**src/rtl/req_ack_responder.sv**
```systemverilog
// req_ack_responder
//   Request/acknowledge responder. Each accepted request travels down a token
//   delay line and leaves as exactly one single-cycle ack, ACK_LATENCY cycles
//   after the accepting cycle. Every cycle of hold adds one cycle to that delay.
//   Requests are refused while in reset, while hold is high, or while
//   MAX_OUTSTANDING tokens are accepted but not yet acked. Refusals set a sticky
//   overflow flag and bump a saturating drop counter.
//
// Ports
//   clk          clock, all state on posedge
//   rst_n        synchronous active-low reset
//   req          request, accepted on an edge where req && ready
//   hold         freezes the delay line and refuses new requests
//   clr_err      clears overflow and drop_cnt (a refusal on the same edge wins)
//   ready        combinational: rst_n && !hold && outstanding < MAX_OUTSTANDING
//   ack          registered single-cycle acknowledge
//   outstanding  accepted requests not yet acked (ack cycle inclusive)
//   overflow     sticky flag, a request was refused
//   drop_cnt     saturating count of refused requests
//
// Build option
//   REQ_ACK_RESPONDER_SVA_EN  embeds concurrent/immediate assertions and covers.
//                             Without it the module has no assertion code and
//                             behaves identically.

module req_ack_responder #(
  parameter int unsigned ACK_LATENCY     = 3,
  parameter int unsigned MAX_OUTSTANDING = 2,
  parameter int unsigned DROP_CNT_W      = 8
) (
  input  logic                                   clk,
  input  logic                                   rst_n,
  input  logic                                   req,
  input  logic                                   hold,
  input  logic                                   clr_err,
  output logic                                   ready,
  output logic                                   ack,
  output logic [$clog2(MAX_OUTSTANDING+1)-1:0]   outstanding,
  output logic                                   overflow,
  output logic [DROP_CNT_W-1:0]                  drop_cnt
);

  localparam int unsigned OUT_W = $clog2(MAX_OUTSTANDING + 1);
  localparam logic [OUT_W-1:0] MAX_O = OUT_W'(MAX_OUTSTANDING);

  logic [ACK_LATENCY-1:0] pipe;
  logic [ACK_LATENCY-1:0] pipe_next;
  logic                   accept;
  logic                   refuse;

  assign ready  = rst_n && !hold && (outstanding < MAX_O);
  assign accept = req && ready;
  assign refuse = req && !ready;
  assign ack    = pipe[ACK_LATENCY-1];

  // Hold freezes every stage except the last, which is cleared so a token
  // sitting at the output acks exactly once. Written so ACK_LATENCY=1 needs
  // no special case: the single stage is both entry and exit.
  always_comb begin
    pipe_next = pipe;
    if (!hold) begin
      pipe_next[0] = accept;
      for (int unsigned i = 1; i < ACK_LATENCY; i++) begin
        pipe_next[i] = pipe[i-1];
      end
    end
    if (hold) begin
      pipe_next[ACK_LATENCY-1] = 1'b0;
    end
  end

  always_ff @(posedge clk) begin
    if (!rst_n) begin
      pipe        <= '0;
      outstanding <= '0;
      overflow    <= 1'b0;
      drop_cnt    <= '0;
    end else begin
      pipe <= pipe_next;

      case ({accept, ack})
        2'b10:   outstanding <= outstanding + OUT_W'(1);
        2'b01:   outstanding <= outstanding - OUT_W'(1);
        default: outstanding <= outstanding;
      endcase

      if (refuse) begin
        overflow <= 1'b1;
        if (clr_err) begin
          drop_cnt <= DROP_CNT_W'(1);
        end else if (drop_cnt != '1) begin
          drop_cnt <= drop_cnt + DROP_CNT_W'(1);
        end
      end else if (clr_err) begin
        overflow <= 1'b0;
        drop_cnt <= '0;
      end
    end
  end

`ifdef REQ_ACK_RESPONDER_SVA_EN
  
  

  // A token is queued directly behind the one currently acking: ack may then
  // legitimately be high on the following cycle too.
  logic queued;

  if (ACK_LATENCY == 1) begin : g_lat1
    assign queued = accept && !hold;
    
  end else begin : g_latn
    assign queued = pipe[ACK_LATENCY-2] && !hold;
    
  end

  
  
  

  
  

  logic past_valid;
  logic prev_refuse;

  always_ff @(posedge clk) begin
    if (!rst_n) begin
      past_valid  <= 1'b0;
      prev_refuse <= 1'b0;
    end else begin
      past_valid  <= 1'b1;
      prev_refuse <= refuse;
    end
  end

  always_ff @(posedge clk) begin
    if (rst_n && past_valid) begin
      ia_out_bound: assert (outstanding <= MAX_O);
      if (prev_refuse) begin
        ia_refuse: assert (overflow);
      end
    end
  end
`endif

endmodule

```
**config.mk**
```make
export PLATFORM = sky130hd
export DESIGN_NAME = req_ack_responder
export DESIGN_NICKNAME = d
export VERILOG_FILES = /design/src/rtl/req_ack_responder.sv
export SDC_FILE = /design/constraint.sdc
export NUM_CORES = 1
export LEC_CHECK = 0
export CAP_MARGIN = 0
export CORE_AREA = 2 2 39 41
export CTS_CLUSTER_SIZE = 10
export DETAILED_ROUTE_END_ITERATION = 8
export DIE_AREA = 0 0 41 43
export DONT_BUFFER_PORTS = 1
export PLACE_DENSITY = 0.81
export SLEW_MARGIN = 15
export SYNTH_ARGS = -nofsm -noshare
export SYNTH_HDL_FRONTEND = slang
export SYNTH_SLANG_ARGS = --single-unit
export TNS_END_PERCENT = 1
```
**constraint.sdc**
```tcl
create_clock -name clk -period 5.25 [get_ports clk]
set_clock_uncertainty 0.15 [all_clocks]
set_input_delay 1.575 -clock clk [delete_from_list [all_inputs] [get_ports clk]]
set_output_delay 1.575 -clock clk [all_outputs]
set_load 0.05 [all_outputs]
```
==> results of run 1 <==
## cells in the mapped netlist
master / count
o31a_2: 1
a21oi_1: 5
nand3_1: 3
nor3_1: 2
a41oi_1: 1
a22oi_1: 1
xnor2_1: 1
nor3b_1: 1
ha_1: 2
or3_1: 1
nor2_1: 5
o311a_2: 1
clkbuf_1: 1
a311oi_1: 1
nand4b_1: 1
nand2_1: 7
xor2_1: 1
and3_1: 1
or3b_1: 1
or4_1: 1
buf_6: 1
and4_1: 2
o32ai_1: 1
a211oi_1: 3
mux2i_1: 4
dfxtp_1: 14
o41ai_1: 2
o21ai_0: 1
nand2b_1: 4
inv_1: 3
nand3b_1: 1
nor4b_1: 1
inv_4: 1
nand4_1: 2
nor2b_1: 3
## metal layers
layer,up-vias,track usage (%),share of wire (%)
li1,307,-,-
met1,290,27.3,44
met2,13,31.3,51
met3,6,3.14,2.6
met4,0,14.0,3.2
met5,-,0,0
## cell families after synthesis
kind of cell	synth area share [%]
compound gates	17.2
xor+xnor	2.41
fa+ha+maj	3.45
buf+inv	4.48
flops	38.6
mux	5.52
simple gates	28.3
## registers in the layout (all words and copies together) (netlist names)
name         flops
outstanding      2
drop_cnt         8
overflow         1
pipe             3
## power breakdown
group          total, mW  switching, mW  internal, mW
logic             0.0149        0.00900       0.00586
registers          0.118        0.00961         0.109
clock network     0.0779         0.0358        0.0422
total              0.211         0.0544         0.157
## cells in the final DEF (no fill, tap or decap), drive strengths merged
master / synthesis / final
xnor2: 1 / 1
nor3b: 1 / 1
mux2i: 4 / 4
nand2: 7 / 7
o31a: 1 / 1
and4: 2 / 2
a22oi: 1 / 1
clkbuf: 1 / 4
nor4b: 1 / 1
a41oi: 1 / 1
o21ai: 1 / 1
o41ai: 2 / 2
nand4: 2 / 2
a21oi: 5 / 5
nand3: 3 / 3
nand4b: 1 / 1
dfxtp: 14 / 14
or3: 1 / 1
nor2b: 3 / 3
nor3: 2 / 2
or3b: 1 / 1
o32ai: 1 / 1
and3: 1 / 1
ha: 2 / 2
nand2b: 4 / 4
o311a: 1 / 1
nand3b: 1 / 1
nor2: 5 / 5
inv: 4 / 4
xor2: 1 / 1
a311oi: 1 / 1
a211oi: 3 / 3
or4: 1 / 1
## worst max-delay path by stage
stage,to,cells after the start,startpoint
2_1_floorplan,ready,3,hold
3_3_place_gp,ready,2,hold
3_5_place_dp,ready,2,hold
4_1_cts,ready,2,hold
5_1_grt,ready,2,hold
6_report,ready,2,hold
## metrics by stage
| stage | util (%) | hold WS, ps | setup slack, ps |
|---|---|---|---|
| 6_report | 55.4 | 331 | 1210 |
| 5_1_grt | 55.4 | 339 | 1180 |
| 4_1_cts | 55.4 | 333 | 1210 |
| 3_5_place_dp | 52.8 | 319 | 1210 |
| 3_3_place_gp | 52.8 | 318 | 1220 |
| 2_1_floorplan | - | 304 | 1280 |
## layout make-up
| type | count | area, um^2 | area share (%) |
|---|---|---|---|
| Sequential cell | 14 | 280 | 36.5 |
| Tap cell | 16 | 20.0 | 2.61 |
| Inverter | 4 | 17.5 | 2.28 |
| Clock buffer | 4 | 36.3 | 4.73 |
| Multi-Input combinational cell | 61 | 413 | 53.8 |
==> flow_summary.json, run 1 <==
{
  "ys_ff_latch": 14,
  "antenna_found_initial": 0,
  "ys_seq_area_share_pct": 38.6,
  "synth.area.top_cells": "dfxtp_1 39%, mux2i_1 5.5%, nand2_1 3.6%, a21oi_1 3.4%, ha_1 3.4%",
  "fp.coreArea_mm2": 0.00138,
  "crit_family": "simple AND/OR/NAND/NOR gates",
  "root_buffer": "clkbuf_4",
  "nets": 91,
  "p_leak_nw": 0.254,
  "drc": 0,
  "post_dp_cell_area_um2": 731,
  "regToRegStartpoint": "outstanding[1]",
  "peakVddDrop_mv": 0.153,
  "arrival_ps": 2310,
  "design_area_um2": 767,
  "synth_top_area_share_pct": 38.6,
  "wl_per_cell_um": 15.7,
  "cpPeakStageDelay_ps": 500,
  "syn_area_um2": 726,
  "start_kind": "input port",
  "clockBufferDepth": 2,
  "final_antenna_net_count": 0,
  "critPathBufInv": 1,
  "cp_max_fo": 9,
  "grt_util_all_layers_pct": 21.2,
  "r2r_setup_slack_ps": 2820,
  "layout_min_cycle_time_ps": 4040,
  "relSlewSlack_pct": 56.3,
  "synth_warnings": 0,
  "synth.net_count": 88,
  "grt_pass1_vias": 594,
  "cpMaxStageDelayCell": "or3b_1",
  "viasPerCell": 6.22,
  "syn-instance-count": 81,
  "p_per_area_mw_per_mm2": 275,
  "clk_latency_ps": 280,
  "nFillCells": 135,
  "fp-row-count": 14,
  "hold_path_startpoint": "pipe[1]",
  "antennaDiodeCount": 0,
  "min_to": "pipe[2]",
  "critical_path.endpoint_type": "primary output",
  "dp.cells": 95,
  "vias": 616,
  "setup_tns_ps": 0,
  "outcome": "completed",
  "min_path_type": "flop to flop",
  "io_buffers": 0,
  "rsz0062_at_grt": "false",
  "cts-resized-gates": 0,
  "grt_pass1_wl_mm": 2.59,
  "die_area_mm2": 0.00176,
  "drt_iter0_drc": 8,
  "cts_setup_buffers": 0,
  "timing.rr.end": "outstanding[1]",
  "worstPathRequired_ps": 3530,
  "reg2reg_depth": 6,
  "grt-ovfl-total": 0,
  "die_height_um": 43,
  "cts_tree": "yes",
  "cts_buffers": 3,
  "cap_violations": 0,
  "ctsHtreeMaxLevel": 1,
  "max_freq_mhz": 248,
  "syn2layout_area_growth_pct": 5.69,
  "fin_crit_sh_pct": 76.9,
  "crit_path_cell_trace": "or3b_1 -> inv_4",
  "fp.dieW_um": 41,
  "initial_core_util_pct": 52.4,
  "yosys.cell_types.count": 35,
  "drive_gt1_share_pct": 8.43,
  "drt_wl_total_mm": 1.56,
  "tightest_slew_ps": 654,
  "gp_congestion": 0.808,
  "worstHoldPathCells": 1,
  "path_clk_slew_ps": 80,
  "report.power.total_mw": 0.211,
  "postCtsHoldBufs": 0,
  "boundaryPins": 18,
  "finalNonFillerCells": 99,
  "crit_type": "input port to primary output",
  "dr.pass1.iters": 4,
  "drv_slew": 0,
  "setup_viol_count_final": 0,
  "hpwl_mm": 1.17,
  "yosysTopAreaCell": "dfxtp_1",
  "grt_start_max_net_pins": 12,
  "cts.sinks": 14,
  "hold_viol": 0,
  "avgSynthCellArea_um2": 8.96
}
(Power assumes the default switching activity.)
==> run 2: changes to the inputs <==
--- a/config.mk
+++ b/config.mk
@@ -6,12 +6,12 @@
 export NUM_CORES = 1
 export LEC_CHECK = 0
 export CAP_MARGIN = 0
-export CORE_AREA = 2 2 39 41
+export CORE_MARGIN = 2
+export CORE_UTILIZATION = 53
 export CTS_CLUSTER_SIZE = 10
 export DETAILED_ROUTE_END_ITERATION = 8
-export DIE_AREA = 0 0 41 43
 export DONT_BUFFER_PORTS = 1
-export PLACE_DENSITY = 0.81
+export PLACE_DENSITY = 0.82
 export SLEW_MARGIN = 15
 export SYNTH_ARGS = -nofsm -noshare
 export SYNTH_HDL_FRONTEND = slang
==> constraint.sdc (replaced) <==
create_clock -name clk -period 3.7 [get_ports clk]
set_clock_uncertainty 0.15 [all_clocks]
set_input_delay 1.11 -clock clk [delete_from_list [all_inputs] [get_ports clk]]
set_output_delay 1.11 -clock clk [all_outputs]
set_load 0.05 [all_outputs]
==> run 2 against run 1 <==
Against the previous run: setup slack worse by 620 ps; sequential cell count did not move; via count rose by 3.2%; register-to-register slack worse by 1600 ps; critical path depth did not move; final cell count down 1.0%; core utilization grew 4.2 points; clock power is 44% higher.
==> flow_summary.json, run 2 (synthesis gave the netlist of run 1 again) <==
{
  "worst_slack_ps": 586,
  "post-place-ws_ps": 595,
  "grt_start_max_net_pins": 12,
  "finalNonFillerCells": 98,
  "grt_pass1_vias": 514,
  "drive_gt1_share_pct": 8.43,
  "wl_met2_um": 643,
  "path_clk_slew_ps": 90,
  "cp_max_fo": 9,
  "max_freq_mhz": 321,
  "start_kind": "input port",
  "cap_violations": 0,
  "layout_min_cycle_time_ps": 3110,
  "final_cell_mix": "14 x dfxtp_1, 7 x nand2_1, 5 x nor2_1, 5 x a21oi_1",
  "wl_per_cell_um": 15.3,
  "biggestRegsByFlops": "drop_cnt: 8 flops, pipe: 3 flops, outstanding: 2 flops",
  "antennaDiodeCount": 0,
  "wl_met3_um": 127,
  "clockBufferDepth": 2,
  "cts-resized-gates": 0,
  "tightest_slew_ps": 663,
  "nFillCells": 111,
  "peakVddDrop_mv": 0.236,
  "report.power.total_mw": 0.301,
  "die_height_um": 41.0,
  "boundaryPins": 18,
  "min_path_type": "flop to flop",
  "dp.cells": 94,
  "crit_type": "input port to primary output",
  "initial_core_util_pct": 56.5,
  "crit_path_cell_trace": "or3b_1 -> inv_4",
  "post_dp_cell_area_um2": 729,
  "cpMaxStageDelayCell": "or3b_1",
  "cpPeakStageDelay_ps": 500,
  "p_per_area_mw_per_mm2": 393,
  "hpwl_mm": 1.07,
  "grt_pass1_wl_mm": 2.17,
  "critical_path.endpoint_type": "primary output",
  "final_antenna_net_count": 0,
  "top_layer": "met4",
  "grt_util_all_layers_pct": 20.2,
  "relSlewSlack_pct": 55.8,
  "dr.pass1.iters": 4,
  "worstPathRequired_ps": 2440,
  "design_area_um2": 766,
  "cts_setup_buffers": 0,
  "p_leak_nw": 0.254,
  "final_common_cell": "dfxtp_1",
  "cts.sinks": 14,
  "hold_viol": 0,
  "ctsHtreeMaxLevel": 1,
  "cts_tree": "yes",
  "antenna_found_initial": 0,
  "drc": 0,
  "rsz0062_at_grt": "false",
  "postCtsHoldBufs": 0,
  "drt_iter0_drc": 24,
  "vias": 636,
  "setup_viol_count_final": 0,
  "crit_family": "simple AND/OR/NAND/NOR gates",
  "grt-ovfl-total": 0,
  "cts_buffers": 3,
  "drt_wl_total_mm": 1.50,
  "die_area_mm2": 0.00168,
  "syn2layout_area_growth_pct": 5.52,
  "regMostFlops": "drop_cnt",
  "nets": 91,
  "setup_tns_ps": 0,
  "arrival_ps": 1850,
  "largest_reg_flops": 8,
  "drv_slew": 0,
  "critPathBufInv": 1,
  "fp.coreArea_mm2": 0.00128,
  "io_buffers": 0,
  "fp.dieW_um": 41.0,
  "clk_latency_ps": 280,
  "viasPerCell": 6.49,
  "outcome": "completed",
  "fp-row-count": 13,
  "fin_crit_sh_pct": 84.2,
  "wl_met1_um": 695,
  "gp_congestion": 0.828,
  "root_buffer": "clkbuf_4"
}
-- run 2: metal layers --
metal / GRT usage [%] / up-vias
met5: 0 / -
met4: 11.7 / 0
met3: 7.61 / 8
met2: 28.1 / 31
met1: 26.2 / 287
li1: - / 310
-- run 2: layout make-up --
cell class	instances	area, um^2	share of cell area, %
inverters	4	17.5	2.29
multi-input cells	61	413	53.9
flip-flops and latches	14	280	36.6
clock buffers	4	36.3	4.74
well taps	15	18.8	2.45
-- run 2: final timing paths --
path	startpoint	end	slack, ps	cells past startpoint
worst max-delay path	hold	ready	590	2
worst min-delay path	pipe[1]	pipe[2]	330	1
worst max register to register	outstanding[1]	outstanding[1]	1260	6
worst min register to register	pipe[1]	pipe[2]	330	1
-- run 2: power breakdown --
group | switching [mW] | leakage (nW) | internal [mW]
sequential | 0.0137 | 0.114 | 0.154
clock | 0.0524 | 0.0210 | 0.0599
combinational | 0.0124 | 0.120 | 0.00830
-- run 2: through the flow --
step	hold WS [ps]	util, %
after floorplan	304	-
after global placement	314	56.8
after detailed placement	318	56.8
after CTS	335	59.6
after global routing	348	59.6
final	334	59.6
==> run 3: changes to the inputs <==
--- a/config.mk
+++ b/config.mk
@@ -6,12 +6,12 @@
 export NUM_CORES = 1
 export LEC_CHECK = 0
 export CAP_MARGIN = 0
-export CORE_MARGIN = 2
-export CORE_UTILIZATION = 53
+export CORE_AREA = 2 2 39 41
 export CTS_CLUSTER_SIZE = 10
 export DETAILED_ROUTE_END_ITERATION = 8
+export DIE_AREA = 0 0 41 43
 export DONT_BUFFER_PORTS = 1
-export PLACE_DENSITY = 0.82
+export PLACE_DENSITY = 0.81
 export SLEW_MARGIN = 15
 export SYNTH_ARGS = -nofsm -noshare
 export SYNTH_HDL_FRONTEND = slang
==> constraint.sdc (replaced) <==
create_clock -name clk -period 2.9 [get_ports clk]
set_clock_uncertainty 0.15 [all_clocks]
set_input_delay 0.87 -clock clk [delete_from_list [all_inputs] [get_ports clk]]
set_output_delay 0.87 -clock clk [all_outputs]
set_load 0.05 [all_outputs]
==> run 3 against run 2 <==
Against the previous run: critical path depth did not move; sequential cell count is the same; sequential share of layout area decreased by 1.2 points; die area increased by 4.9%; via count is 2.4% higher; setup slack worse by 220 ps; critical path type unchanged.
==> flow_summary.json, run 3 (synthesis gave the netlist of run 1 again) <==
{
  "relSlewSlack_pct": 56.7,
  "p_leak_nw": 0.273,
  "die_height_um": 43,
  "drt_iter0_drc": 13,
  "critPathBufInv": 1,
  "fp.dieW_um": 41,
  "critical_path.endpoint_type": "primary output",
  "wl_per_cell_um": 15.7,
  "pwr-share-comb_pct": 10.5,
  "cts-resized-gates": 0,
  "final_cell_mix": "14 x dfxtp_1, 7 x nand2_1, 5 x nor2_1, 5 x a21oi_1, 5 x buf_4",
  "viasPerCell": 6.32,
  "dr.pass1.iters": 4,
  "cts_buffers": 3,
  "grt_start_max_net_pins": 12,
  "postCtsHoldBufs": 0,
  "crit_type": "input port to primary output",
  "regMostFlops": "drop_cnt",
  "ctsHtreeMaxLevel": 1,
  "grt_util_all_layers_pct": 22.3,
  "p_sw_mw": 0.101,
  "syn2layout_area_growth_pct": 8.97,
  "crit_family": "simple AND/OR/NAND/NOR gates",
  "drc": 0,
  "clockBufferDepth": 2,
  "min_path_type": "flop to flop",
  "hpwl_mm": 1.20,
  "gp_congestion": 0.750,
  "setup_viol_count_final": 0,
  "nFillCells": 131,
  "fp-row-count": 14,
  "hold_slack_ps": 345,
  "drt_wl_total_mm": 1.62,
  "clk_latency_ps": 290,
  "hold_viol": 0,
  "fp.coreArea_mm2": 0.00138,
  "peakVddDrop_mv": 0.290,
  "vias": 651,
  "seqPwrFrac_pct": 57.7,
  "boundaryPins": 18,
  "grt_pass1_wl_mm": 2.65,
  "utilization_pct": 57.1,
  "cp_max_fo": 9,
  "final_common_cell": "dfxtp_1",
  "drv_slew": 0,
  "crit_path_cell_trace": "or3b_1 -> inv_4",
  "arrival_ps": 1520,
  "nets": 96,
  "grt_pass1_vias": 641,
  "io_buffers": 0,
  "antenna_found_initial": 0,
  "cts_setup_buffers": 0,
  "largest_reg_flops": 8,
  "max_freq_mhz": 394,
  "tightest_slew_ps": 649,
  "path_clk_slew_ps": 90,
  "drive_gt1_share_pct": 12.6,
  "start_kind": "input port",
  "p_clk_share_pct": 31.9,
  "post_dp_cell_area_um2": 768,
  "die_area_mm2": 0.00176,
  "report.power.total_mw": 0.360,
  "cpPeakStageDelay_ps": 420,
  "biggestRegsByFlops": "drop_cnt: 8 flops, pipe: 3 flops, outstanding: 2 flops",
  "worstPathRequired_ps": 1880,
  "cap_violations": 0,
  "cts.sinks": 14,
  "outcome": "completed",
  "initial_core_util_pct": 52.4,
  "internal_power_mw": 0.259,
  "p_per_area_mw_per_mm2": 455,
  "fin_crit_sh_pct": 87.5,
  "cts_tree": "yes",
  "final_antenna_net_count": 0,
  "design_area_um2": 791,
  "cpMaxStageDelayCell": "or3b_1",
  "grt-ovfl-total": 0,
  "rsz0062_at_grt": "false",
  "setup_tns_ps": 0,
  "layout_min_cycle_time_ps": 2540,
  "antennaDiodeCount": 0,
  "p_sw_share_pct": 28.0,
  "root_buffer": "clkbuf_4"
}
run 3: changes by cell type in the layout (fill, tap and decap cells not counted), sizes merged:
cell | previous run | this run
buf | 0 | 5
clkbuf | 4 | 3
run 3: area by class of cell:
cell class / count / area [um^2] / share of cell area, %
Multi-Input combinational cell: 61 / 413 / 52.2
Sequential cell: 14 / 280 / 35.4
Clock buffer: 3 / 22.5 / 2.85
Timing Repair Buffer: 5 / 37.5 / 4.75
Tap cell: 16 / 20.0 / 2.53
Inverter: 4 / 17.5 / 2.22
run 3: worst paths after layout:
path | startpoint | cells after the start | slack (ps) | to
worst min register to register | pipe[1] | 1 | 340 | pipe[2]
worst min-delay path | pipe[1] | 1 | 340 | pipe[2]
worst max-delay path | hold | 2 | 360 | ready
worst max register to register | outstanding[1] | 6 | 830 | outstanding[1]
run 3: layer usage:
layer | track usage (%) | share of wire, %
met1 | 24.8 | 42
met2 | 37.8 | 54
met3 | 4.71 | 2.2
met4 | 10.0 | 2.3
met5 | 0 | 0
run 3: stage by stage:
stage	instances	setup WS (ps)
after detailed placement	100	263
after floorplan	81	288
final	103	363
after CTS	103	373
after global placement	100	312
after global routing	103	353
run 3: power groups by stage:
stage	clock network (mW)	logic [mW]	registers [mW]
floorplan	0	0.0261	0.218
global placement	0	0.0365	0.212
detailed placement	0	0.0375	0.212
CTS	0.114	0.0375	0.207
global route	0.120	0.0416	0.208
finish	0.115	0.0377	0.207
